`src/rtl/spike_demux_collector_pkg.sv`:
```
// Shared definitions for the two-network spike multiplexer and its collector.
package spike_mux_pkg;

  localparam int NNET = 2;

  typedef enum logic {
    NET1 = 1'b0,
    NET2 = 1'b1
  } net_sel_t;

  // All-ones marker for a neuron that never fired; caller truncates to TW bits.
  function automatic logic [31:0] tstamp_none(input int tw);
    return (32'd1 << tw) - 32'd1;
  endfunction

endpackage

```
`src/rtl/spike_demux_collector_tracker.sv`:
```
// Per-network first-spike recorder with gamma-boundary latch.
// Optional winner-take-all readout when SPIKE_DEMUX_WTA_EN is defined.
module first_spike_tracker
  import spike_mux_pkg::*;
#(
  parameter  int Q  = 2,
  parameter  int TW = 4,
  localparam int WW = (Q > 1) ? $clog2(Q) : 1
) (
  input  logic                  clk,
  input  logic                  rstb,
  input  logic                  grst,
  input  logic                  i_en,
  input  logic [Q-1:0]          i_spikes,
  input  logic [TW-1:0]         i_step,
`ifdef SPIKE_DEMUX_WTA_EN
  output logic [WW-1:0]         o_winner,
  output logic                  o_winnerVld,
`endif
  output logic [Q-1:0]          o_fired,
  output logic [Q-1:0][TW-1:0]  o_time
);

  localparam logic [31:0]   TS_NONE_W = tstamp_none(TW);
  localparam logic [TW-1:0] TS_NONE   = TS_NONE_W[TW-1:0];

  logic [Q-1:0]          r_sticky;
  logic [Q-1:0][TW-1:0]  r_tstamp;
  logic [Q-1:0]          w_hit;
  logic [Q-1:0]          w_stickyNext;
  logic [Q-1:0][TW-1:0]  w_tstampNext;

  // Next-state view includes the current cycle so a grst-cycle spike lands in the old gamma.
  always_comb begin
    w_hit        = i_en ? i_spikes : '0;
    w_stickyNext = r_sticky | w_hit;
    w_tstampNext = r_tstamp;
    for (int q = 0; q < Q; q++) begin
      if (w_hit[q] && !r_sticky[q]) w_tstampNext[q] = i_step;
    end
  end

`ifdef SPIKE_DEMUX_WTA_EN
  logic [WW-1:0] w_winIdx;
  logic [TW-1:0] w_winTime;
  logic          w_winVld;

  // Strict less-than keeps the lowest index on equal times.
  always_comb begin
    w_winIdx  = '0;
    w_winTime = TS_NONE;
    w_winVld  = 1'b0;
    for (int q = 0; q < Q; q++) begin
      if (w_stickyNext[q] && (!w_winVld || (w_tstampNext[q] < w_winTime))) begin
        w_winVld  = 1'b1;
        w_winIdx  = WW'(q);
        w_winTime = w_tstampNext[q];
      end
    end
  end
`endif

  always_ff @(posedge clk or negedge rstb) begin
    if (!rstb) begin
      r_sticky    <= '0;
      r_tstamp    <= '0;
      o_fired     <= '0;
      o_time      <= '0;
`ifdef SPIKE_DEMUX_WTA_EN
      o_winner    <= '0;
      o_winnerVld <= 1'b0;
`endif
    end else if (grst) begin
      o_fired <= w_stickyNext;
      for (int q = 0; q < Q; q++) begin
        o_time[q] <= w_stickyNext[q] ? w_tstampNext[q] : TS_NONE;
      end
`ifdef SPIKE_DEMUX_WTA_EN
      o_winner    <= w_winIdx;
      o_winnerVld <= w_winVld;
`endif
      r_sticky <= '0;
      r_tstamp <= '0;
    end else begin
      r_sticky <= w_stickyNext;
      r_tstamp <= w_tstampNext;
    end
  end

endmodule

```
`src/rtl/spike_demux_collector.sv`:
```
// De-interleaves the shared column's spikes into two networks and collects first-spike times.
// Optional winner outputs when SPIKE_DEMUX_WTA_EN is defined.
module spike_demux_collector
  import spike_mux_pkg::*;
#(
  parameter  int Q  = 2,
  parameter  int TW = 4,
  localparam int WW = (Q > 1) ? $clog2(Q) : 1
) (
  input  logic                  clk,
  input  logic                  rstb,
  input  logic                  grst,
  input  logic [Q-1:0]          col_spikes,
  output logic [Q-1:0]          spikes_net1,
  output logic [Q-1:0]          spikes_net2,
  output logic [Q-1:0]          fired_net1,
  output logic [Q-1:0]          fired_net2,
  output logic [Q-1:0][TW-1:0]  time_net1,
  output logic [Q-1:0][TW-1:0]  time_net2,
`ifdef SPIKE_DEMUX_WTA_EN
  output logic [WW-1:0]         winner_net1,
  output logic [WW-1:0]         winner_net2,
  output logic                  winner_vld_net1,
  output logic                  winner_vld_net2,
`endif
  output logic                  gamma_done
);

  localparam logic [31:0]   STEP_MAX_W = tstamp_none(TW);
  localparam logic [TW-1:0] STEP_MAX   = STEP_MAX_W[TW-1:0];

  net_sel_t      r_slot;
  logic [TW-1:0] r_step;

  // Step advances once per net1/net2 pair, i.e. on the net2 -> net1 slot change.
  always_ff @(posedge clk or negedge rstb) begin
    if (!rstb) begin
      r_slot      <= NET1;
      r_step      <= '0;
      spikes_net1 <= '0;
      spikes_net2 <= '0;
      gamma_done  <= 1'b0;
    end else begin
      gamma_done <= grst;
      if (grst) begin
        r_slot      <= NET1;
        r_step      <= '0;
        spikes_net1 <= '0;
        spikes_net2 <= '0;
      end else begin
        r_slot <= (r_slot == NET1) ? NET2 : NET1;
        if (r_slot == NET2 && r_step != STEP_MAX) r_step <= r_step + 1'b1;
        if (r_slot == NET1) spikes_net1 <= col_spikes;
        else                spikes_net2 <= col_spikes;
      end
    end
  end

  first_spike_tracker #(.Q(Q), .TW(TW)) u_trackNet1 (
    .clk         (clk),
    .rstb        (rstb),
    .grst        (grst),
    .i_en        (r_slot == NET1),
    .i_spikes    (col_spikes),
    .i_step      (r_step),
`ifdef SPIKE_DEMUX_WTA_EN
    .o_winner    (winner_net1),
    .o_winnerVld (winner_vld_net1),
`endif
    .o_fired     (fired_net1),
    .o_time      (time_net1)
  );

  first_spike_tracker #(.Q(Q), .TW(TW)) u_trackNet2 (
    .clk         (clk),
    .rstb        (rstb),
    .grst        (grst),
    .i_en        (r_slot == NET2),
    .i_spikes    (col_spikes),
    .i_step      (r_step),
`ifdef SPIKE_DEMUX_WTA_EN
    .o_winner    (winner_net2),
    .o_winnerVld (winner_vld_net2),
`endif
    .o_fired     (fired_net2),
    .o_time      (time_net2)
  );

endmodule

```
`config.mk`:
```
export PLATFORM = sky130hd
export DESIGN_NAME = spike_demux_collector
export DESIGN_NICKNAME = d
export VERILOG_FILES = /design/src/rtl/spike_demux_collector_pkg.sv /design/src/rtl/spike_demux_collector_tracker.sv /design/src/rtl/spike_demux_collector.sv
export SDC_FILE = /design/constraint.sdc
export NUM_CORES = 1
export LEC_CHECK = 0
export CORE_MARGIN = 1.5
export CORE_UTILIZATION = 35
export CTS_CLUSTER_SIZE = 14
export DETAILED_ROUTE_END_ITERATION = 8
export GPL_ROUTABILITY_DRIVEN = 1
export HOLD_SLACK_MARGIN = 0.08
export SLEW_MARGIN = 15
export SYNTH_ARGS = -nofsm -noshare
export SYNTH_HDL_FRONTEND = slang
export SYNTH_HIERARCHICAL = 1
export SYNTH_SLANG_ARGS = --single-unit
export TNS_END_PERCENT = 100
```
`constraint.sdc`:
```
create_clock -name clk -period 1.3 [get_ports clk]
set_input_delay 0.195 -clock clk [delete_from_list [all_inputs] [get_ports clk]]
set_output_delay 0.195 -clock clk [all_outputs]
set_load 0.05 [all_outputs]
```
==> flow_summary.yaml, run 1 <==
timing:
  max_freq_ghz: 0.795
  hold_viol_final: 0
  setup_slack_ns: 0.0416
  drv_slew: 0
  fin_crit_ns: 1.26
  fin_hold_ws_ns: 0.305
  skew_ns: 0.00627
  rsz0062_at_grt: "false"
  fin_crit_sh: 0.968
  setup_viol: 0
  maxSlewHeadroom: 0.800
  worst_slew_pin_slew_ns: 0.300
critical_path:
  start_kind: "register"
  crit_required_ns: 1.49
  max_stage_delay_ns: 0.39
  r2r_cells: 3
  worstSetupPathType: "register to register"
  rr_endpoint: "r_step[0]"
  critical_path.max_fanout: 2
  cp-startpoint: "r_step[0]"
  reg2reg_slack_ns: 0.04
  slowest_stage: "dfrtp_1"
  critPathTopFamily: "flip-flops"
  endpoint_kind: "register"
  cp_data_arrival_time_ns: 1.45
  cp_cell_sequence: "ha_1 -> a31oi_4 -> mux2_4"
  rr_startpoint: "r_step[0]"
  worstPathBufferInverterCount: 0
cts:
  clk_pin_slew_ns: 0.09
  cts_tree: "built"
  cts.sinks: 50
  cts_htree_levels: 2
  cts_setup_buffers: 0
  clock_latency_ns: 0.30
  cts_made_buffers: 5
  ctsLongestPathBuffers: 2
  ctsRootBufferMaster: "clkbuf_8"
place:
  portBuffers: 29
  gp_congestion: 0.724
  hpwlAfterDp_mm: 3.28
  placed_area_mm2: 0.00317
  post-place-ws_ns: -0.136
  dp.cells: 322
power:
  ir_worst_vdd_v: 0.000748
  leakage_nw: 1.47
  p_per_area_mw_per_mm2: 1230
layout:
  final_common_cell: "dfrtp_1"
  finalInstanceArea_mm2: 0.00330
  drive_above_1_share: 0.321
  nets: 257
  fillers: 581
  n_antenna_cell: 0
  stdcell_count: 332
  layout_common_cells: "dfrtp_1, nor2_1, buf_12, nand2b_1, mux2i_1"
  area.growth.synth_to_final_pct: 35.2
synthesis:
  ys_ff_latch: 50
  synthesis.area_mm2: 0.00244
  synth_area_per_cell_um2: 11.7
  syn_inst: 208
  yosysSeqAreaShare: 0.513
  synth.distinct_cells: 23
  yosysWarnings: 6
  synthesis.nets: 214
routing:
  dr.pass1.iters: 4
  ant_nets: 0
  viasPerCell: 4.79
  finalWirelength_mm: 4.74
  drc: 0
  drt-initial-drc-count: 22
  via_count: 1590
  wl_per_cell_um: 14.3
floorplan:
  die_height_um: 86.5
  die_x_um: 86.5
  io_pins: 30
  coreArea_mm2: 0.00676
  start_util: 0.361
  dieArea_mm2: 0.00748
  rows: 30
global_routing:
  antenna_found_initial: 0
  grt_pass1_vias: 1602
  grt_max_degree: 53
  grt_pass1_wl_mm: 7.96
  grt_use_total: 0.137
  gr-total-overflow: 0
status:
  status: "complete, no violations"
job:
  drv_cap: 0
min_path:
  hold_path_class: "primary input to async pin"
## cell usage after synthesis
cell type / instances / area share
inv_1: 1 / 0.0015
nor3_1: 3 / 0.0061
nand2b_1: 26 / 0.067
mux2_4: 1 / 0.0061
nor2_1: 30 / 0.046
and3b_2: 8 / 0.033
nand3b_1: 2 / 0.0061
nor2b_1: 9 / 0.023
and3b_1: 12 / 0.043
dfrtp_1: 50 / 0.51
clkbuf_1: 2 / 0.0031
inv_6: 1 / 0.0036
buf_4: 4 / 0.012
buf_6: 5 / 0.023
a31oi_4: 1 / 0.0087
nand4_1: 1 / 0.0026
ha_1: 1 / 0.0051
a211oi_2: 16 / 0.082
mux2i_1: 21 / 0.086
a211oi_1: 1 / 0.0031
a21oi_1: 9 / 0.018
nand2_1: 1 / 0.0015
buf_2: 3 / 0.0061
## report_power, final
part / switching (W) / internal [W] / total [W] / leakage [nW]
Clock: 0.000521 / 0.000575 / 0.00110 / 0.0514
Combinational: 0.000597 / 0.000564 / 0.00116 / 0.801
Sequential: 0.000120 / 0.00167 / 0.00179 / 0.621
Total: 0.00124 / 0.00281 / 0.00404 / 1.47
## metal layers
layer,wire length (µm),up-vias,GRT usage,share of wire
met1,2320,761,0.189,0.49
li1,-,805,-,-
met2,2280,22,0.220,0.48
met4,22,0,0.0396,0.0046
met5,0,-,0,0
met3,119,2,0.0276,0.025
## worst register-to-register path, stage by stage, from the launching register on
cell	delay, ns
dfrtp_1	0.39
ha_1	0.25
a31oi_4	0.19
mux2_4	0.32
## per-stage QoR
step | setup TNS, ns | util | power, W
3_3_place_gp | -1.83 | 0.469 | 0.00298
6_report | 0 | 0.488 | 0.00404
4_1_cts | 0 | 0.487 | 0.00410
3_5_place_dp | -2.31 | 0.469 | 0.00299
2_1_floorplan | 0 | - | 0.00240
5_1_grt | 0 | 0.488 | 0.00423
## layout make-up
class / count / area [µm²] / area share
clock buffers: 6 / 72.6 / 0.0220
inverters: 2 / 12.5 / 0.00379
clock inverters: 2 / 37.5 / 0.0114
multi-input cells: 142 / 1070 / 0.324
well taps: 80 / 100 / 0.0303
flip-flops and latches: 50 / 1250 / 0.380
repair buffers: 50 / 756 / 0.229
## how the worst max path moves through the flow
| stage | slack, ns | to | cells past startpoint |
|---|---|---|---|
| after floorplan | 0.01 | r_step[0] | 3 |
| after global placement | -0.1 | u_trackNet2/o_time[1] | 4 |
| after detailed placement | -0.14 | u_trackNet2/o_time[2] | 4 |
| after CTS | 0.03 | r_step[0] | 3 |
| after global routing | 0.007 | r_step[0] | 3 |
| final | 0.04 | r_step[0] | 3 |
## repair_timing
| item | in CTS | in global routing |
|---|---|---|
| hold buffers | 1 | 1 |
| gates resized for setup | 0 | 1 |
| endpoints found under the hold margin | 11 | 1 |
| setup endpoints to repair | 0 | 2 |
## logic make-up (layout without fill, tap and decap cells)
kind of cell | Yosys count | in the layout | synth area share
flip-flops | 50 | 50 | 0.513
AND/OR/NAND/NOR | 92 | 92 | 0.228
adder cells (fa/ha/maj) | 1 | 1 | 0.00512
buffers and inverters | 16 | 60 | 0.0497
AO/OA/AOI/OAI | 27 | 27 | 0.112
multiplexers | 22 | 22 | 0.0923
## flip-flops by register name, summed over array words and instances (netlist names)
signal	flops
gamma_done	1
r_slot	1
u_trackNet2/o_fired	2
r_step	4
u_trackNet1/r_sticky	2
u_trackNet1/o_time	8
u_trackNet1/r_tstamp	8
spikes_net2	2
u_trackNet1/o_fired	2
u_trackNet2/r_sticky	2
u_trackNet2/r_tstamp	8
u_trackNet2/o_time	8
spikes_net1	2
(Power assumes the default switching activity.)
==> inputs of run 2 (changes only) <==
CORE_UTILIZATION = 50   (was 35)
PLACE_DENSITY = 0.76   (was unset)
==> flow_summary.yaml, run 2 (same netlist as run 1, synthesis figures left out) <==
critical_path:
  r2r_cells: 3
  cp_data_arrival_time_ns: 1.44
  critical_path.max_fanout: 4
  rr_startpoint: "r_step[0]"
  rr_endpoint: "r_step[0]"
  endpoint_kind: "register"
  reg2reg_slack_ns: 0.06
  worstSetupPathType: "register to register"
  crit_required_ns: 1.50
  start_kind: "register"
timing:
  fin_hold_ws_ns: 0.231
  fin_crit_sh: 0.954
  fin_crit_ns: 1.24
  maxSlewHeadroom: 0.765
  setup_viol: 0
  worst_slew_pin_slew_ns: 0.353
  max_freq_ghz: 0.806
  rsz0062_at_grt: "false"
  drv_slew: 0
  skew_ns: 0.0136
  hold_viol_final: 0
  fin_tns_setup_ns: 0
status:
  status: "complete, no violations"
layout:
  final_common_cell: "dfrtp_1"
  n_antenna_cell: 0
  fillers: 351
  area.growth.synth_to_final_pct: 32.1
  finalInstanceArea_mm2: 0.00323
  drive_above_1_share: 0.320
  nets: 252
  fin_util: 0.683
  layout_common_cells: "dfrtp_1, nor2_1, buf_12, nand2b_1, mux2i_1"
  stdcell_count: 314
place:
  dp.cells: 303
  portBuffers: 29
  hpwlAfterDp_mm: 3.36
  placed_area_mm2: 0.00309
  gp_congestion: 0.776
power:
  switchingPower_w: 0.00123
  leakage_nw: 1.44
  p_per_area_mw_per_mm2: 1200
  seq_power_share: 0.464
  ir_worst_vdd_v: 0.000558
  pwr-share-clk: 0.241
  sw_frac_of_total: 0.317
  internal_power_w: 0.00265
  p_comb_frac: 0.295
routing:
  drt-initial-drc-count: 102
  dr.pass1.iters: 4
  ant_nets: 0
  viasPerCell: 5.22
  via_count: 1638
  finalWirelength_mm: 4.96
  wl_per_cell_um: 15.8
  drc: 0
cts:
  cts_tree: "built"
  cts_htree_levels: 2
  clock_latency_ns: 0.31
  ctsRootBufferMaster: "clkbuf_8"
  cts.sinks: 50
  ctsLongestPathBuffers: 2
  cts_made_buffers: 5
  clk_pin_slew_ns: 0.09
job:
  drv_cap: 0
global_routing:
  grt_max_degree: 59
  grt_use_total: 0.209
  antenna_found_initial: 0
  gr-total-overflow: 0
  grt_pass1_vias: 1768
  grt_pass1_wl_mm: 8.43
floorplan:
  die_height_um: 72.9
  io_pins: 30
  coreArea_mm2: 0.00472
  start_util: 0.517
  rows: 25
  die_x_um: 72.9
  dieArea_mm2: 0.00531
min_path:
  hold_depth: 2
  min_from: "grst"
  hold_path_class: "primary input to register"
  hold_path_end: "gamma_done"
run 2: changes by cell type in the layout (fill, tap and decap cells not counted), sizes merged:
cell,previous run,this run
buf,46,42
bufinv,1,0
clkbuf,6,7
clkinv,0,1
clkinvlp,1,0
dlygate4sd3,2,1
run 2: routing by layer:
layer  global-route usage  share of wire  vias up
li1                     -              -      788
met1                0.274           0.45      820
met2                0.348           0.51       23
met3               0.0414          0.024        7
met4               0.0713          0.018        0
met5                    0              0        -
run 2: cell type report:
cell class | instances | area, µm² | area share
clock buffer | 7 | 86.3 | 0.0268
clock inverter | 1 | 5.00 | 0.00155
inverter | 2 | 12.5 | 0.00388
multi-input combinational | 142 | 1080 | 0.336
sequential | 50 | 1250 | 0.388
tap | 67 | 83.8 | 0.0260
timing repair buffer | 45 | 703 | 0.218
run 2: worst max-delay path by stage:
| stage | end | slack, ns | cells after the start | startpoint |
|---|---|---|---|---|
| 6_report | r_step[0] | 0.06 | 3 | r_step[0] |
| 3_5_place_dp | u_trackNet1/r_tstamp[6] | -0.18 | 4 | col_spikes[1] |
| 3_3_place_gp | u_trackNet2/r_tstamp[6] | -0.14 | 4 | col_spikes[1] |
| 2_1_floorplan | r_step[0] | 0.01 | 3 | r_step[0] |
| 4_1_cts | r_step[0] | 0.02 | 3 | r_step[0] |
| 5_1_grt | u_trackNet1/r_tstamp[6] | 0.01 | 4 | r_slot |
run 2: worst max-delay path, cell delays in order (launching register included):
cell and delay, ns:
dfrtp_1 0.42, ha_4 0.19, a31oi_4 0.21, mux2_4 0.31
run 2: through the flow:
step           worst slack [ns]  power, W
6_report                 0.0596   0.00388
5_1_grt                  0.0147   0.00401
4_1_cts                  0.0202   0.00390
3_5_place_dp             -0.184   0.00297
3_3_place_gp             -0.138   0.00295
2_1_floorplan            0.0130   0.00240
run 2: power groups by stage:
stage | clock, W | combinational (W) | sequential, W
final | 0.000933 | 0.00114 | 0.00180
after global routing | 0.000993 | 0.00120 | 0.00181
after CTS | 0.000956 | 0.00115 | 0.00180
after detailed placement | 0 | 0.00114 | 0.00183
after global placement | 0 | 0.00112 | 0.00183
after floorplan | 0 | 0.000309 | 0.00209
run 2: what timing repair did:
action | 4_1_cts | 5_1_grt
pin swaps | 0 | 1
buffers inserted | 0 | 2
gates resized for setup | 2 | 2
endpoints found under the hold margin | 13 | 0
endpoints found under the setup margin | 3 | 2
hold buffers | 1 | 0
==> inputs of run 3 (changes only) <==
--- a/config.mk
+++ b/config.mk
@@ -12,5 +12,5 @@
 export GPL_ROUTABILITY_DRIVEN = 1
 export HOLD_SLACK_MARGIN = 0.08
-export PLACE_DENSITY = 0.76
+export PLACE_DENSITY = 0.73
 export SLEW_MARGIN = 15
 export SYNTH_ARGS = -nofsm -noshare
==> constraint.sdc (replaced) <==
create_clock -name clk -period 1.3 [get_ports clk]
set_input_delay 0.195 -clock clk [delete_from_list [all_inputs] [get_ports clk]]
set_output_delay 0.195 -clock clk [all_outputs]
set_load 0.005 [all_outputs]
==> flow_summary.yaml, run 3 (same netlist as run 1, synthesis figures left out) <==
critical_path:
  crit_required_ns: 1.50
  critical_path.max_fanout: 2
  worstPathBufferInverterCount: 0
  critPathTopFamily: "flip-flops"
  cp_data_arrival_time_ns: 1.47
  max_stage_delay_ns: 0.40
  worstSetupPathType: "register to register"
  start_kind: "register"
  cp_cell_sequence: "ha_1 -> a31oi_4 -> mux2_4"
  slowest_stage: "dfrtp_1"
  endpoint_kind: "register"
timing:
  setup_viol: 0
  hold_viol_final: 0
  fin_crit_ns: 1.27
  setup_slack_ns: 0.0314
  worst_slew_pin_slew_ns: 0.297
  skew_ns: 0.00842
  maxSlewHeadroom: 0.802
  max_freq_ghz: 0.788
  fin_crit_sh: 0.976
  fin_hold_ws_ns: 0.287
  rsz0062_at_grt: "false"
  drv_slew: 0
power:
  p_per_area_mw_per_mm2: 1090
  p_comb_frac: 0.188
  internal_power_w: 0.00243
  finalPower_w: 0.00329
  switchingPower_w: 0.000857
  seq_power_share: 0.527
  pwr-share-clk: 0.285
  sw_frac_of_total: 0.261
  leakage_nw: 1.37
  ir_worst_vdd_v: 0.000629
routing:
  drc: 0
  wl_per_cell_um: 14.6
  finalWirelength_mm: 4.73
  dr.pass1.iters: 4
  viasPerCell: 5.02
  via_count: 1632
  ant_nets: 0
  drt-initial-drc-count: 121
cts:
  clock_latency_ns: 0.30
  ctsRootBufferMaster: "clkbuf_8"
  cts.sinks: 50
  ctsLongestPathBuffers: 2
  cts_made_buffers: 5
  cts_htree_levels: 2
  cts_tree: "built"
  clk_pin_slew_ns: 0.09
global_routing:
  grt_use_met3: 0.0456
  grt_use_met2: 0.267
  grt_use_total: 0.203
  antenna_found_initial: 0
  grt_pass1_wl_mm: 8.00
  busiest_layer: "met1"
  grt_pass1_vias: 1544
  grt_max_degree: 56
  gr-total-overflow: 0
  met1_usage: 0.327
place:
  portBuffers: 29
  dp.cells: 307
  gp_congestion: 0.746
  post-place-ws_ns: -0.225
  placed_area_mm2: 0.00287
  hpwlAfterDp_mm: 3.08
floorplan:
  die_x_um: 72.9
  start_util: 0.517
  io_pins: 30
  die_height_um: 72.9
  dieArea_mm2: 0.00531
  rows: 25
  coreArea_mm2: 0.00472
layout:
  ff_latch_area_mm2: 0.00125
  n_antenna_cell: 0
  fillers: 399
  nets: 263
  drive_above_1_share: 0.248
  final_common_cell: "dfrtp_1"
  stdcell_count: 325
  area.growth.synth_to_final_pct: 23.5
  multiInputGateArea_mm2: 0.00107
  finalInstanceArea_mm2: 0.00301
  layout_common_cells: "dfrtp_1, nor2_1, nand2b_1, dlygate4sd2_1, buf_4"
status:
  status: "complete, no violations"
min_path:
  hold_path_class: "primary input to register"
job:
  drv_cap: 0
## run 3: changes by cell type in the layout (fill, tap and decap cells not counted)
cell,before,now
ha_1,0,1
ha_4,1,0
dlygate4sd2_1,0,25
buf_12,29,4
buf_4,11,22
## run 3: power by group through the flow
| stage | Combinational (W) | Sequential, W | Clock [W] |
|---|---|---|---|
| 2_1_floorplan | 0.000309 | 0.00177 | 0 |
| 3_3_place_gp | 0.000629 | 0.00177 | 0 |
| 3_5_place_dp | 0.000635 | 0.00177 | 0 |
| 4_1_cts | 0.000627 | 0.00173 | 0.000957 |
| 5_1_grt | 0.000685 | 0.00175 | 0.00102 |
| 6_report | 0.000619 | 0.00173 | 0.000936 |
## run 3: per-layer routing
layer / vias to the layer above / share of wire / routed length (µm)
li1: 814 / - / -
met1: 779 / 0.52 / 2470
met2: 33 / 0.43 / 2020
met3: 6 / 0.036 / 169
met4: 0 / 0.015 / 69
met5: - / 0 / 0
## run 3: timing repair
item / CTS / global route
buffers inserted: 9 / 0
hold endpoints to repair: 50 / 0
endpoints found under the setup margin: 25 / 12
hold buffers: 1 / 0
resized for setup: 25 / 2
## run 3: final cells by class
cell class,instances,share of cell area
well taps,67,0.0278
flip-flops and latches,50,0.416
clock inverters,1,0.00166
clock buffers,7,0.0286
multi-input cells,142,0.355
repair buffers,56,0.167
inverters,2,0.00415
## run 3: path summary, 6_finish.rpt
check	slack [ns]	end	startpoint	cells after the start
worst min-delay path	0.29	gamma_done	grst	2
worst max-delay path	0.03	r_step[0]	r_step[0]	3
worst min register to register	0.53	spikes_net1[0]	spikes_net1[0]	2
min in group asynchronous	0.38	u_trackNet2/o_time[7]	rstb	3
max in group asynchronous	0.64	r_slot	rstb	3
worst max register to register	0.03	r_step[0]	r_step[0]	3
## run 3: worst register-to-register path: cells and delay by family (launching register included)
family                   cells  cell delay, ns
flip-flops                   1            0.40
multiplexers                 1            0.31
adder cells (fa/ha/maj)      1            0.26
AO/OA/AOI/OAI                1            0.19
## run 3: per-stage QoR
step                      setup TNS, ns  utilization
final                                 0        0.638
after global routing                  0        0.638
after global placement            -3.36        0.608
after CTS                             0        0.638
after floorplan                       0            -
after detailed placement          -4.29        0.608
